==> src/rtl/run_detect_pkg.sv <==
// run_detect_pkg
//   Shared constants and helpers for the run_detect_sched scheduler and its
//   round-robin arbiter.
//   - EVT_CNT_W / EVT_CNT_MAX : width and saturation value of the optional
//     per-channel detection counters.
//   - clog2_min1 : channel-index width, never less than one bit.
//   - rr_next    : round-robin pointer update.
package run_detect_pkg;

  localparam int                   EVT_CNT_W   = 8;
  localparam logic [EVT_CNT_W-1:0] EVT_CNT_MAX = 8'hFF;

  function automatic int clog2_min1(input int n);
    return (n <= 2) ? 1 : $clog2(n);
  endfunction

  // A value of g outside 0..nch-1 means "no grant this cycle": the pointer holds.
  function automatic int rr_next(input int ptr, input int g, input int nch);
    if (g >= nch) return ptr;
    return (g + 1) % nch;
  endfunction

endpackage

==> src/rtl/run_detect_sched_rr_arbiter.sv <==
// rr_arbiter
//   Combinational round-robin arbiter. Picks the first requesting channel
//   scanning ptr, ptr+1, ... modulo NCH. The pointer register lives in the
//   parent.
// Ports
//   req     in  NCH  request vector
//   ptr     in  CHW  highest-priority channel this cycle
//   gnt     out NCH  one-hot grant (all zero when req == 0)
//   g       out CHW  index of the granted channel (0 when no grant)
//   gnt_any out 1    a grant was issued
module rr_arbiter
  import run_detect_pkg::*;
#(
  parameter  int NCH = 4,
  localparam int CHW = clog2_min1(NCH)
) (
  input  logic [NCH-1:0] req,
  input  logic [CHW-1:0] ptr,
  output logic [NCH-1:0] gnt,
  output logic [CHW-1:0] g,
  output logic           gnt_any
);

  logic [CHW-1:0] sel;

  // Walk from the lowest priority to the highest so the last hit, i.e. the
  // one closest to ptr, is the one that sticks.
  always_comb begin
    gnt     = '0;
    g       = '0;
    gnt_any = 1'b0;
    sel     = '0;
    for (int k = NCH - 1; k >= 0; k--) begin
      sel = CHW'((int'(ptr) + k) % NCH);
      if (req[sel]) begin
        gnt      = '0;
        gnt[sel] = 1'b1;
        g        = sel;
        gnt_any  = 1'b1;
      end
    end
  end

endmodule

==> src/rtl/run_detect_sched.sv <==
// run_detect_sched
//   Time-multiplexed scheduler for one shared consecutive-ones run detector.
//   NCH serial channels are served round-robin, one per clock; each channel
//   keeps its own saturating run-length context, so a run split across
//   non-adjacent grants is still detected.
// Ports
//   clock    in  1    rising-edge clock
//   reset    in  1    asynchronous, active-low
//   req      in  NCH  channel i has a bit pending on bit_in[i]
//   bit_in   in  NCH  serial data, stable while req[i]=1
//   gnt      out NCH  one-hot combinational grant; bit consumed at the next edge
//   y_out    out NCH  registered; 1 while channel run >= THRESH
//   y_valid  out 1    registered pulse: a context was updated at the last edge
//   y_ch     out CHW  channel updated at the last edge
//   busy     out 1    |req
//   sel_ch   in  CHW  (DETECT_CNT_EN) channel select for evt_cnt
//   evt_cnt  out 8    (DETECT_CNT_EN) saturating count of y_out rises on sel_ch
// Build option
//   DETECT_CNT_EN : adds per-channel detection counters, sel_ch and evt_cnt.
module run_detect_sched
  import run_detect_pkg::*;
#(
  parameter  int NCH    = 4,
  parameter  int THRESH = 3,
  localparam int CHW    = clog2_min1(NCH),
  localparam int CW     = $clog2(THRESH + 1)
) (
  input  logic                 clock,
  input  logic                 reset,
  input  logic [NCH-1:0]       req,
  input  logic [NCH-1:0]       bit_in,
  output logic [NCH-1:0]       gnt,
  output logic [NCH-1:0]       y_out,
  output logic                 y_valid,
  output logic [CHW-1:0]       y_ch,
  output logic                 busy
`ifdef DETECT_CNT_EN
  ,
  input  logic [CHW-1:0]       sel_ch,
  output logic [EVT_CNT_W-1:0] evt_cnt
`endif
);

  localparam logic [CW-1:0] THR = CW'(THRESH);

  logic [CHW-1:0] ptr_q, ptr_d;
  logic [CW-1:0]  run_q [NCH];
  logic [CW-1:0]  run_d;
  logic [NCH-1:0] y_out_q, y_out_d;
  logic           y_valid_q;
  logic [CHW-1:0] y_ch_q;

  logic [NCH-1:0] arb_gnt;
  logic [CHW-1:0] arb_g;
  logic           arb_any;
  logic           take;

  rr_arbiter #(.NCH(NCH)) u_arb (
    .req     (req),
    .ptr     (ptr_q),
    .gnt     (arb_gnt),
    .g       (arb_g),
    .gnt_any (arb_any)
  );

  // No bit may be consumed while reset is held, so the grant is masked too.
  assign take    = arb_any & reset;
  assign gnt     = reset ? arb_gnt : '0;
  assign busy    = |req;
  assign y_out   = y_out_q;
  assign y_valid = y_valid_q;
  assign y_ch    = y_ch_q;

  always_comb begin
    run_d = '0;
    if (bit_in[arb_g]) begin
      run_d = (run_q[arb_g] == THR) ? THR : run_q[arb_g] + CW'(1);
    end
    y_out_d = y_out_q;
    if (take) y_out_d[arb_g] = (run_d == THR);
    ptr_d = CHW'(rr_next(int'(ptr_q), take ? int'(arb_g) : NCH, NCH));
  end

  always_ff @(posedge clock or negedge reset) begin
    if (!reset) begin
      ptr_q     <= '0;
      y_out_q   <= '0;
      y_valid_q <= 1'b0;
      y_ch_q    <= '0;
      for (int i = 0; i < NCH; i++) run_q[i] <= '0;
    end else begin
      ptr_q     <= ptr_d;
      y_out_q   <= y_out_d;
      y_valid_q <= take;
      if (take) begin
        run_q[arb_g] <= run_d;
        y_ch_q       <= arb_g;
      end
    end
  end

`ifdef DETECT_CNT_EN
  logic [EVT_CNT_W-1:0] cnt_q [NCH];

  // Count at the same edge that raises y_out, using its next-state value.
  always_ff @(posedge clock or negedge reset) begin
    if (!reset) begin
      for (int i = 0; i < NCH; i++) cnt_q[i] <= '0;
    end else begin
      for (int i = 0; i < NCH; i++) begin
        if (y_out_d[i] && !y_out_q[i] && (cnt_q[i] != EVT_CNT_MAX)) begin
          cnt_q[i] <= cnt_q[i] + EVT_CNT_W'(1);
        end
      end
    end
  end

  assign evt_cnt = cnt_q[sel_ch];
`endif

endmodule
==> config.mk <==
export PLATFORM = sky130hd
export DESIGN_NAME = run_detect_sched
export DESIGN_NICKNAME = d
export VERILOG_FILES = /design/src/rtl/run_detect_pkg.sv /design/src/rtl/run_detect_sched_rr_arbiter.sv /design/src/rtl/run_detect_sched.sv
export SDC_FILE = /design/constraint.sdc
export NUM_CORES = 1
export LEC_CHECK = 0
export BUFFER_PORTS_ARGS = -buffer_cell sky130_fd_sc_hd__buf_2
export CORE_MARGIN = 4
export CORE_UTILIZATION = 31
export DETAILED_ROUTE_END_ITERATION = 8
export GPL_ROUTABILITY_DRIVEN = 0
export SLEW_MARGIN = 20
export SYNTH_ARGS = -nofsm -noshare
export SYNTH_HDL_FRONTEND = slang
export SYNTH_SLANG_ARGS = --single-unit
==> constraint.sdc <==
create_clock -name clock -period 3.1 [get_ports clock]
set_input_delay 0.155 -clock clock [delete_from_list [all_inputs] [get_ports clock]]
set_output_delay 0.155 -clock clock [all_outputs]
set_load 0.02 [all_outputs]
==> metrics.yaml, run 1 <==
status: "completed"
setup_violations: 0
synthesis.nets: 153
proportion_of_netlist_area_held_by_the_largest_area_contributor: 0.302
finalCoreUtilization: 0.364
vias: 1127
io-pin-count: 22
timing_max_transition_violations_final: 0
critical-path-slowest-cell: "sky130_fd_sc_hd__mux4_1"
clock_sink_total: 17
ys_ff_latch: 17
clock-skew-final_ns: 0.00266
setup_total_negative_slack_ns: 0
fillCellCount: 454
multi_input_comb_area_um2: 863
wire_length_of_the_first_global_routing_pass_um: 5640
timing.final.crit_period_ns: 2.91
maximum_number_of_pins_on_one_net_before_global_route_repair: 22
synthToLayoutAreaGrowth_pct: 13.3
cell_family_with_most_cp_delay: "multiplexers"
core_area_um2: 4380
port_buffers: 21
grt_setup_unrepaired: "no"
placed_inst_area_um2: 1540
cts_inserted_buffers: 3
finalHoldViolations: 0
syn-mean-instance-area_um2: 10.4
drt_first_iter_violations: 69
drtAntennaViolNets: 0
power.leakage_nw: 0.723
depth_of_the_worst_register_to_register_path: 7
synthTopCellsByArea: "sky130_fd_sc_hd__dfrtp_1 (30%), sky130_fd_sc_hd__ha_1 (7.1%), sky130_fd_sc_hd__mux2i_1 (5.7%), sky130_fd_sc_hd__mux2_1 (4.8%), sky130_fd_sc_hd__inv_1 (3.7%)"
mappedNetlistArea_um2: 1410
min_to: "run_q[3]"
critPathArrivalTime_ns: 2.76
layout.area.seq_um2: 425
antenna_diode_count: 0
dr.pass1.iters: 4
max_freq_mhz: 343
gates_resized_cts_repair: 0
start_util: 0.321
synth_sequential_area_ratio: 0.302
synth-edff-count: 0
crit-reg2reg-launch: "ptr_q[1]"
nets: 176
post-synth-top-area-cell: "sky130_fd_sc_hd__dfrtp_1"
worstHoldStart: "bit_in[2]"
crit_path_start_kind: "flop"
crit_chain: "inv_1 > ha_1 > mux4_1 > nor2b_2 > a221oi_1 > a211o_1 > a21boi_1 > buf_2"
cts_max_level: 1
clk_path_buf_depth: 2
viasPerCell: 5.39
grt_antenna_before_repair: 0
clk_root_buffer_cell: "sky130_fd_sc_hd__clkbuf_8"
groute.usage.overall: 0.125
hold_ws_ns: 0.170
timing.slew.headroom: 0.643
dp_hpwl_um: 2510
clock_insertion_delay_worst_skew_ns: 0.25
critPathBufInv: 2
yosys-top-cells-count: "sky130_fd_sc_hd__dfrtp_1 (17), sky130_fd_sc_hd__inv_1 (14), sky130_fd_sc_hd__nand2_1 (14)"
vdd.ir_drop.worst_uv: 466
wl_per_cell_um: 15.6
worstPathMaxFanout: 11
worst_hold_path.num_cells: 2
hp-class: "in -> reg"
fp.dieArea_um2: 5680
path_clk_slew_ns: 0.06
r2r-end: "run_q[5]"
drc_violations_left: 0
crit_share_post_route: 0.940
crit_path_end_kind: "output port"
die_h_um: 75.4
synthDistinctLibCells: 43
overflow: 0
tritoncts: "built"
asyncSetResetFlopFracSynth: 1.00
synthesis.yosys.warnings: 0
worstSetupPathType: "reg -> out"
die_w_um: 75.4
cap_viol_max_count: 0
ff2ff_setup_slack_ns: 0.53
totalWireLength_um: 3260
first_global_vias: 1233
synthMostInstantiatedCell: "sky130_fd_sc_hd__dfrtp_1"
final_design_area_no_fill_um2: 1590
yosys_most_used_dff: "sky130_fd_sc_hd__dfrtp_1"
worst-slew-pin-transition_ns: 0.534
power_density_nw_per_um2: 992
post_synth_inst_count: 135
final_layout_size_suffix_gt1_frac: 0.280
worst_path_largest_cell_delay_ns: 0.59
critPathRequiredTime_ns: 2.94
rows: 24
registers in the layout (all words and copies together), names as in the netlist:
signal,cells
y_out,4
y_valid,1
ptr_q,2
y_ch,2
run_q,8
cell families after synthesis:
kind of cell | Yosys count | synth area share
xor gates and xnor gates | 1 | 0.00623
buffers and inverters | 22 | 0.0836
muxes | 17 | 0.156
adders and majority gates | 8 | 0.0712
AOI/OAI and AO/OA | 43 | 0.263
DFF | 17 | 0.302
and+or+nand+nor | 27 | 0.117
power by group:
part / leakage (nW) / total (mW) / switching, mW / internal [mW]
clock: 0.0255 / 0.162 / 0.0725 / 0.0890
sequential: 0.212 / 0.375 / 0.0573 / 0.318
combinational: 0.485 / 1.05 / 0.619 / 0.426
total: 0.723 / 1.58 / 0.749 / 0.832
timing repair:
| item | CTS | global route |
|---|---|---|
| buffers inserted | 0 | 0 |
| endpoints found under the hold margin | 17 | 0 |
| hold buffers | 1 | 0 |
layout make-up:
cell class	instances	area share
clock buffers	3	0.0259
well taps	52	0.0408
flip-flops and latches	17	0.267
clock inverters	1	0.00314
repair buffers	25	0.0863
multi-input cells	96	0.542
inverters	15	0.0353
metal layers:
layer / GRT usage / routed length, um / vias to the layer above
met5: 0 / 0 / -
met2: 0.225 / 1640 / 25
li1: - / - / 545
met3: 0.0172 / 118 / 0
met1: 0.161 / 1500 / 557
met4: 0.0233 / 0 / 0
through the flow:
stage               setup slack (ns)  std cells  total power, mW
CTS                            0.181        209             1.60
global route                  0.0165        209             1.72
finish                         0.187        209             1.58
floorplan                      0.623        135             1.21
global placement               0.624        204             1.37
detailed placement             0.467        204             1.43
placed cells by master, fill, tap and decap left out, drive strengths merged, types with 2 or more instances in the layout:
| cell | synthesis | routed |
|---|---|---|
| a221oi | 4 | 4 |
| a211oi | 2 | 2 |
| buf | 6 | 24 |
| nor2 | 3 | 3 |
| a21oi | 2 | 2 |
| nand4 | 2 | 2 |
| inv | 15 | 15 |
| mux2i | 8 | 8 |
| a211o | 6 | 6 |
| o22a | 2 | 2 |
| mux4 | 3 | 3 |
| dfrtp | 17 | 17 |
| a2111oi | 2 | 2 |
| o21ai | 11 | 11 |
| nand2 | 14 | 14 |
| ha | 8 | 8 |
| a21boi | 6 | 6 |
| clkbuf | 1 | 3 |
| mux2 | 6 | 6 |
worst reg2reg max path, stage by stage (launching register included):
cell,delay (ns)
sky130_fd_sc_hd__dfrtp_1,0.34
sky130_fd_sc_hd__inv_1,0.13
sky130_fd_sc_hd__ha_1,0.57
sky130_fd_sc_hd__nand3b_1,0.17
sky130_fd_sc_hd__a21oi_1,0.11
sky130_fd_sc_hd__o311ai_4,0.53
sky130_fd_sc_hd__nand4_2,0.25
sky130_fd_sc_hd__mux2_1,0.37
worst max-delay path by stage:
stage                     to  cells after the start      from  slack [ns]
global route          gnt[3]                      8  ptr_q[1]        0.02
floorplan           y_out[1]                      9  ptr_q[0]        0.62
global placement      gnt[1]                      8  ptr_q[1]        0.62
finish                gnt[0]                      8  ptr_q[1]        0.19
detailed placement    gnt[0]                      8  ptr_q[1]        0.47
CTS                   gnt[0]                      8  ptr_q[1]        0.18
No activity file was read; power rests on OpenSTA's default activity.
==> run 2, diff against run 1 <==
Settings changed: ABC_AREA set to 1.
==> metrics.yaml, run 2 <==
status: "completed"  # unchanged
timing.final.crit_period_ns: 2.61  # was 2.91 ns
hold_ws_ns: 0.386  # was 0.170 ns
final_layout_size_suffix_gt1_frac: 0.250  # was 0.280
synthDistinctLibCells: 25  # was 43
ff2ff_setup_slack_ns: 0.49  # was 0.53 ns
largest_register_by_flop_count: "run_q"  # unchanged
cts_inserted_buffers: 3  # unchanged
max_freq_mhz: 383  # was 343 MHz
clock_insertion_delay_worst_skew_ns: 0.25  # about the same
critPathArrivalTime_ns: 2.75  # was 2.76 ns
synthesis.yosys.warnings: 0  # unchanged
hp-class: "in -> async"  # was in -> reg
synth-edff-count: 0  # unchanged
critical-path-slowest-cell: "sky130_fd_sc_hd__dfrtp_1"  # was sky130_fd_sc_hd__mux4_1
post_synth_inst_count: 188  # was 135
dr.pass1.iters: 4  # unchanged
drc_violations_left: 0  # unchanged
start_util: 0.331  # was 0.321
grt_setup_unrepaired: "no"  # unchanged
fillCellCount: 436  # was 454
timing.slew.headroom: 0.624  # was 0.643
synth_sequential_area_ratio: 0.312  # was 0.302
crit_path_end_kind: "flop"  # was output port
adder_and_majority_cell_fraction_of_the_synthesized_area: 0.0734  # was 0.0712
synth_compound_area_frac: 0.111  # was 0.263
worst-slew-pin-transition_ns: 0.564  # was 0.534 ns
yosys-top-cells-count: "sky130_fd_sc_hd__nand2_1 (55), sky130_fd_sc_hd__inv_1 (27), sky130_fd_sc_hd__nand3_1 (18)"  # was sky130_fd_sc_hd__dfrtp_1 (17), sky130_fd_sc_hd__inv_1 (14), sky130_fd_sc_hd__nand2_1 (14)
timing_max_transition_violations_final: 0  # unchanged
cap_viol_max_count: 0  # unchanged
maximum_number_of_pins_on_one_net_before_global_route_repair: 21  # was 22
worst_path_largest_cell_delay_ns: 0.70  # was 0.59 ns
rows: 23  # was 24
die_w_um: 74.3  # was 75.4 um
wl_per_cell_um: 11.8  # was 15.6 um
die_h_um: 74.3  # was 75.4 um
clock-skew-final_ns: 0.00362  # was 0.00266 ns
crit_chain: "inv_4 > ha_1 > inv_1 > nand3_2 > nand2_2 > inv_2 > nand2_4 > nand2_2 > nand2_4 > nand2_4 > nand3_1 > nand2_1 > nor2_2 > nand2_1 > nand3_1 > nand2_1"  # was inv_1 > ha_1 > mux4_1 > nor2b_2 > a221oi_1 > a211o_1 > a21boi_1 > buf_2
clk_path_buf_depth: 2  # unchanged
proportion_of_synthesized_area_in_mux_cells: 0  # was 0.156
post-synth-top-area-cell: "sky130_fd_sc_hd__dfrtp_1"  # unchanged
cts_max_level: 1  # unchanged
core_area_um2: 4120  # was 4380 um2
finalHoldViolations: 0  # unchanged
finalCoreUtilization: 0.380  # was 0.364
io-pin-count: 22  # unchanged
tritoncts: "built"  # unchanged
first_global_vias: 1146  # was 1233
clk_root_buffer_cell: "sky130_fd_sc_hd__clkbuf_8"  # unchanged
vias: 1247  # was 1127
path_clk_slew_ns: 0.07  # was 0.06 ns
worstPathMaxFanout: 13  # was 11
crit_path_start_kind: "flop"  # unchanged
drt_first_iter_violations: 86  # was 69
critPathRequiredTime_ns: 3.24  # was 2.94 ns
synthMostInstantiatedCell: "sky130_fd_sc_hd__nand2_1"  # was sky130_fd_sc_hd__dfrtp_1
layout.cells.most_common_list: "sky130_fd_sc_hd__nand2_1 (55), sky130_fd_sc_hd__inv_1 (27), sky130_fd_sc_hd__buf_2 (21), sky130_fd_sc_hd__nand3_1 (18), sky130_fd_sc_hd__dfrtp_1 (17)"  # was sky130_fd_sc_hd__buf_2 (21), sky130_fd_sc_hd__dfrtp_1 (17), sky130_fd_sc_hd__nand2_1 (14), sky130_fd_sc_hd__inv_1 (14)
crit_share_post_route: 0.842  # was 0.940
antenna_diode_count: 0  # unchanged
layout.cells.most_common: "sky130_fd_sc_hd__nand2_1"  # was sky130_fd_sc_hd__buf_2
wire_length_of_the_first_global_routing_pass_um: 5150  # was 5640 um
dp_hpwl_um: 2430  # was 2510 um
yosys.area_share.xor_xnor: 0  # was 0.00623
synthesis.nets: 206  # was 153
clock_sink_total: 17  # unchanged
setup_total_negative_slack_ns: 0  # unchanged
totalWireLength_um: 3080  # was 3260 um
port_buffers: 21  # unchanged
r2r-end: "run_q[7]"  # was run_q[5]
overflow: 0  # unchanged
ys_ff_latch: 17  # unchanged
grt_antenna_before_repair: 0  # unchanged
drtAntennaViolNets: 0  # unchanged
syn-mean-instance-area_um2: 7.25  # was 10.4 um2
depth_of_the_worst_register_to_register_path: 16  # was 7
proportion_of_netlist_area_held_by_the_largest_area_contributor: 0.312  # was 0.302
largest_reg_flops: 8  # unchanged
worstSetupPathType: "reg -> reg"  # was reg -> out
viasPerCell: 4.76  # was 5.39
synthToLayoutAreaGrowth_pct: 14.7  # was 13.3%
mappedNetlistArea_um2: 1360  # was 1410 um2
gates_resized_cts_repair: 0  # unchanged
asyncSetResetFlopFracSynth: 1.00  # unchanged
nets: 231  # was 176
fp.dieArea_um2: 5520  # was 5680 um2
synth_simple_gate_area_frac: 0.400  # was 0.117
groute.usage.overall: 0.120  # was 0.125
main_combinational_cell_family_by_area_after_synthesis: "simple AND/OR/NAND/NOR gates"  # was compound AO/OA/AOI/OAI gates
setup_violations: 0  # unchanged
yosys_most_used_dff: "sky130_fd_sc_hd__dfrtp_1"  # unchanged
synthTopCellsByArea: "sky130_fd_sc_hd__dfrtp_1 (31%), sky130_fd_sc_hd__nand2_1 (15%), sky130_fd_sc_hd__inv_1 (7.4%), sky130_fd_sc_hd__ha_1 (7.3%), sky130_fd_sc_hd__nand3_1 (6.6%)"  # was sky130_fd_sc_hd__dfrtp_1 (30%), sky130_fd_sc_hd__ha_1 (7.1%), sky130_fd_sc_hd__mux2i_1 (5.7%), sky130_fd_sc_hd__mux2_1 (4.8%), sky130_fd_sc_hd__inv_1 (3.7%)
crit-reg2reg-launch: "ptr_q[0]"  # was ptr_q[1]
[run 2: cell count changes after synthesis, moves of 5 or more]
cell                       delta
sky130_fd_sc_hd__a211o_1      -6
sky130_fd_sc_hd__a21boi_1     -5
sky130_fd_sc_hd__a21oi_1      +6
sky130_fd_sc_hd__inv_1       +13
sky130_fd_sc_hd__mux2_1       -6
sky130_fd_sc_hd__mux2i_1      -8
sky130_fd_sc_hd__nand2_1     +41
sky130_fd_sc_hd__nand2_2      +7
sky130_fd_sc_hd__nand3_1     +17
sky130_fd_sc_hd__nor2_1       +5
sky130_fd_sc_hd__nor2_2       +5
[run 2: per-layer routing]
metal  part of all wire  global-route usage  vias to the layer above
met5                  0                   0                        -
met2               0.45               0.182                       35
met1               0.48               0.171                      552
met4             0.0068              0.0435                        0
li1                   -                   -                      656
met3              0.059              0.0203                        4
[run 2: through the flow]
| stage | setup WS [ns] | area, um2 | std cells |
|---|---|---|---|
| final | 0.491 | 1560 | 262 |
| after global routing | 0.248 | 1560 | 262 |
| after CTS | 0.489 | 1560 | 262 |
| after detailed placement | 0.501 | 1510 | 257 |
| after global placement | 0.523 | 1510 | 257 |
| after floorplan | 0.902 | 1360 | 188 |
[run 2: timing repair]
item / 4_1_cts / 5_1_grt
endpoints found under the setup margin: 0 / 0
hold buffers: 1 / 0
endpoints found under the hold margin: 17 / 0
buffers inserted: 0 / 0
[run 2: worst max-delay path: cells and delay by family (launching register included)]
kind / cells / cell delay, ns
buffers and inverters: 3 / 0.30
flip-flops: 1 / 0.70
adder cells (fa/ha/maj): 1 / 0.36
AND/OR/NAND/NOR: 12 / 1.15
[run 2: how the worst max path moves through the flow]
stage	from	to	slack, ns
3_5_place_dp	ptr_q[0]	run_q[2]	0.50
2_1_floorplan	ptr_q[0]	run_q[0]	0.90
5_1_grt	ptr_q[0]	run_q[4]	0.25
3_3_place_gp	ptr_q[0]	y_out[2]	0.52
4_1_cts	ptr_q[0]	run_q[2]	0.49
6_report	ptr_q[0]	run_q[7]	0.49
[run 2: logic make-up after synthesis]
logic type                 Yosys count
AOI/OAI and AO/OA                   23
DFF                                 17
and+or+nand+nor                    107
adders and majority gates            8
buffers and inverters               33
[run 2: area by class of cell]
| class | instances | area (um2) | share of cell area |
|---|---|---|---|
| multi-input cells | 138 | 797 | 0.510 |
| flip-flops and latches | 17 | 425 | 0.272 |
| inverters | 31 | 119 | 0.0760 |
| repair buffers | 22 | 115 | 0.0736 |
| well taps | 50 | 62.6 | 0.0400 |
| clock buffers | 4 | 45.0 | 0.0288 |
Power of run 2 is not shown: default switching activity piles up to over one toggle a cycle in this logic, so the estimate is an artifact.
==> run 3, diff against run 2 <==
Clock period 3.1 ns to 2.7 ns, I/O delays scaled along.
==> metrics.yaml, run 3 (same netlist as run 2, synthesis figures left out) <==
rows: 23  # unchanged
core_area_um2: 4120  # unchanged
setup_total_negative_slack_ns: 0  # unchanged
die_w_um: 74.3  # unchanged
groute.usage.overall: 0.119  # was 0.120
drc_violations_left: 0  # unchanged
clk_root_buffer_cell: "sky130_fd_sc_hd__clkbuf_8"  # unchanged
viasPerCell: 4.87  # was 4.76
fp.dieArea_um2: 5520  # unchanged
critPathArrivalTime_ns: 2.55  # was 2.75 ns
die_h_um: 74.3  # unchanged
layout.cells.most_common: "sky130_fd_sc_hd__nand2_1"  # unchanged
largest_register_by_flop_count: "run_q"  # unchanged
cell_family_with_most_cp_delay: "simple AND/OR/NAND/NOR gates"  # unchanged
timing_max_transition_violations_final: 0  # unchanged
max_freq_mhz: 415  # was 383 MHz
totalWireLength_um: 3040  # was 3080 um
timing.slew.headroom: 0.719  # was 0.624
clock-skew-final_ns: 0.000921  # was 0.00362 ns
maximum_number_of_pins_on_one_net_before_global_route_repair: 20  # was 21
wl_per_cell_um: 11.5  # was 11.8 um
clk_path_buf_depth: 2  # unchanged
status: "completed"  # unchanged
path_clk_slew_ns: 0.06  # was 0.07 ns
antenna_diode_count: 0  # unchanged
largest_reg_flops: 8  # unchanged
crit_share_post_route: 0.891  # was 0.842
grt_setup_unrepaired: "no"  # unchanged
nets: 233  # was 231
final_layout_size_suffix_gt1_frac: 0.262  # was 0.250
worstPathMaxFanout: 8  # was 13
start_util: 0.331  # unchanged
setup_violations: 0  # unchanged
cap_viol_max_count: 0  # unchanged
layout.cells.most_common_list: "sky130_fd_sc_hd__nand2_1 (55), sky130_fd_sc_hd__inv_1 (27), sky130_fd_sc_hd__buf_2 (21), sky130_fd_sc_hd__nand3_1 (18), sky130_fd_sc_hd__dfrtp_1 (16)"  # was sky130_fd_sc_hd__nand2_1 (55), sky130_fd_sc_hd__inv_1 (27), sky130_fd_sc_hd__buf_2 (21), sky130_fd_sc_hd__nand3_1 (18), sky130_fd_sc_hd__dfrtp_1 (17)
cts_inserted_buffers: 3  # unchanged
crit_chain: "inv_1 > ha_1 > inv_1 > nand3_2 > nand2_2 > inv_2 > nand2_4 > nand3_4 > nand2_4 > nand2_1 > nor2_1 > inv_1 > nand2_1 > nand2_1"  # was inv_4 > ha_1 > inv_1 > nand3_2 > nand2_2 > inv_2 > nand2_4 > nand2_2 > nand2_4 > nand2_4 > nand3_1 > nand2_1 > nor2_2 > nand2_1 > nand3_1 > nand2_1
timing.final.crit_period_ns: 2.41  # was 2.61 ns
grt_antenna_before_repair: 0  # unchanged
overflow: 0  # unchanged
clock_sink_total: 17  # unchanged
drt_first_iter_violations: 140  # was 86
wire_length_of_the_first_global_routing_pass_um: 5130  # was 5150 um
critical-path-slowest-cell: "sky130_fd_sc_hd__dfrtp_2"  # was sky130_fd_sc_hd__dfrtp_1
cts_max_level: 1  # unchanged
worst-slew-pin-transition_ns: 0.416  # was 0.564 ns
hp-class: "in -> reg"  # was in -> async
worst_path_largest_cell_delay_ns: 0.46  # was 0.70 ns
crit_path_start_kind: "flop"  # unchanged
post_cts_repair_timing_setup_buffer_count: 0  # unchanged
dr.pass1.iters: 4  # unchanged
finalHoldViolations: 0  # unchanged
first_global_vias: 1150  # was 1146
tritoncts: "built"  # unchanged
vias: 1285  # was 1247
port_buffers: 21  # unchanged
crit_path_end_kind: "flop"  # unchanged
dp_hpwl_um: 2380  # was 2430 um
synthToLayoutAreaGrowth_pct: 15.9  # was 14.7%
critPathBufInv: 4  # was 3
drtAntennaViolNets: 0  # unchanged
clock_insertion_delay_worst_skew_ns: 0.25  # about the same
critPathRequiredTime_ns: 2.85  # was 3.24 ns
io-pin-count: 22  # unchanged
worstSetupPathType: "reg -> reg"  # unchanged
-- run 3: final cells by class --
class                           count  area, um2
Sequential cell                    17        427
Tap cell                           50       62.6
Multi-Input combinational cell    138        797
Clock buffer                        4       45.0
Timing Repair Buffer               24        130
Inverter                           31        119
Fill cell                         437       2530
-- run 3: final timing paths --
| path | to | from | depth (start not counted) | slack (ns) |
|---|---|---|---|---|
| max | run_q[4] | ptr_q[1] | 14 | 0.29 |
| min | run_q[3] | bit_in[3] | 5 | 0.38 |
| max reg2reg | run_q[4] | ptr_q[1] | 14 | 0.29 |
| min reg2reg | run_q[0] | run_q[0] | 2 | 0.48 |
| max in group asynchronous | ptr_q[1] | reset | 3 | 2.09 |
| min in group asynchronous | run_q[7] | reset | 3 | 0.39 |
-- run 3: per-stage QoR --
stage	instances	utilization	hold WS [ns]	setup slack, ns	instance area (um2)
finish	264	0.384	0.383	0.293	1580
CTS	264	0.384	0.379	0.230	1580
global placement	259	0.370	0.132	0.335	1520
detailed placement	259	0.370	0.138	0.252	1520
global route	264	0.384	0.391	0.0893	1580
floorplan	188	-	-0.161	0.502	1360
-- run 3: layer usage --
layer,up-vias,share of wire,GRT usage
li1,657,-,-
met1,589,0.47,0.158
met2,34,0.46,0.193
met3,5,0.053,0.0122
met4,0,0.019,0.0593
met5,-,0,0
-- run 3: worst reg2reg max path: stages (launching register included) --
cell,delay (ns)
sky130_fd_sc_hd__dfrtp_2,0.46
sky130_fd_sc_hd__inv_1,0.20
sky130_fd_sc_hd__ha_1,0.31
sky130_fd_sc_hd__inv_1,0.10
sky130_fd_sc_hd__nand3_2,0.10
sky130_fd_sc_hd__nand2_2,0.08
sky130_fd_sc_hd__inv_2,0.08
sky130_fd_sc_hd__nand2_4,0.08
sky130_fd_sc_hd__nand3_4,0.11
sky130_fd_sc_hd__nand2_4,0.15
sky130_fd_sc_hd__nand2_1,0.11
sky130_fd_sc_hd__nor2_1,0.25
sky130_fd_sc_hd__inv_1,0.15
sky130_fd_sc_hd__nand2_1,0.09
sky130_fd_sc_hd__nand2_1,0.05
-- run 3: repair_timing --
| item | in CTS | in global routing |
|---|---|---|
| setup endpoints to repair | 0 | 1 |
| hold endpoints to repair | 17 | 0 |
| resized for setup | 0 | 1 |
| hold buffers | 1 | 0 |
Power of run 3 is left out for the same reason.
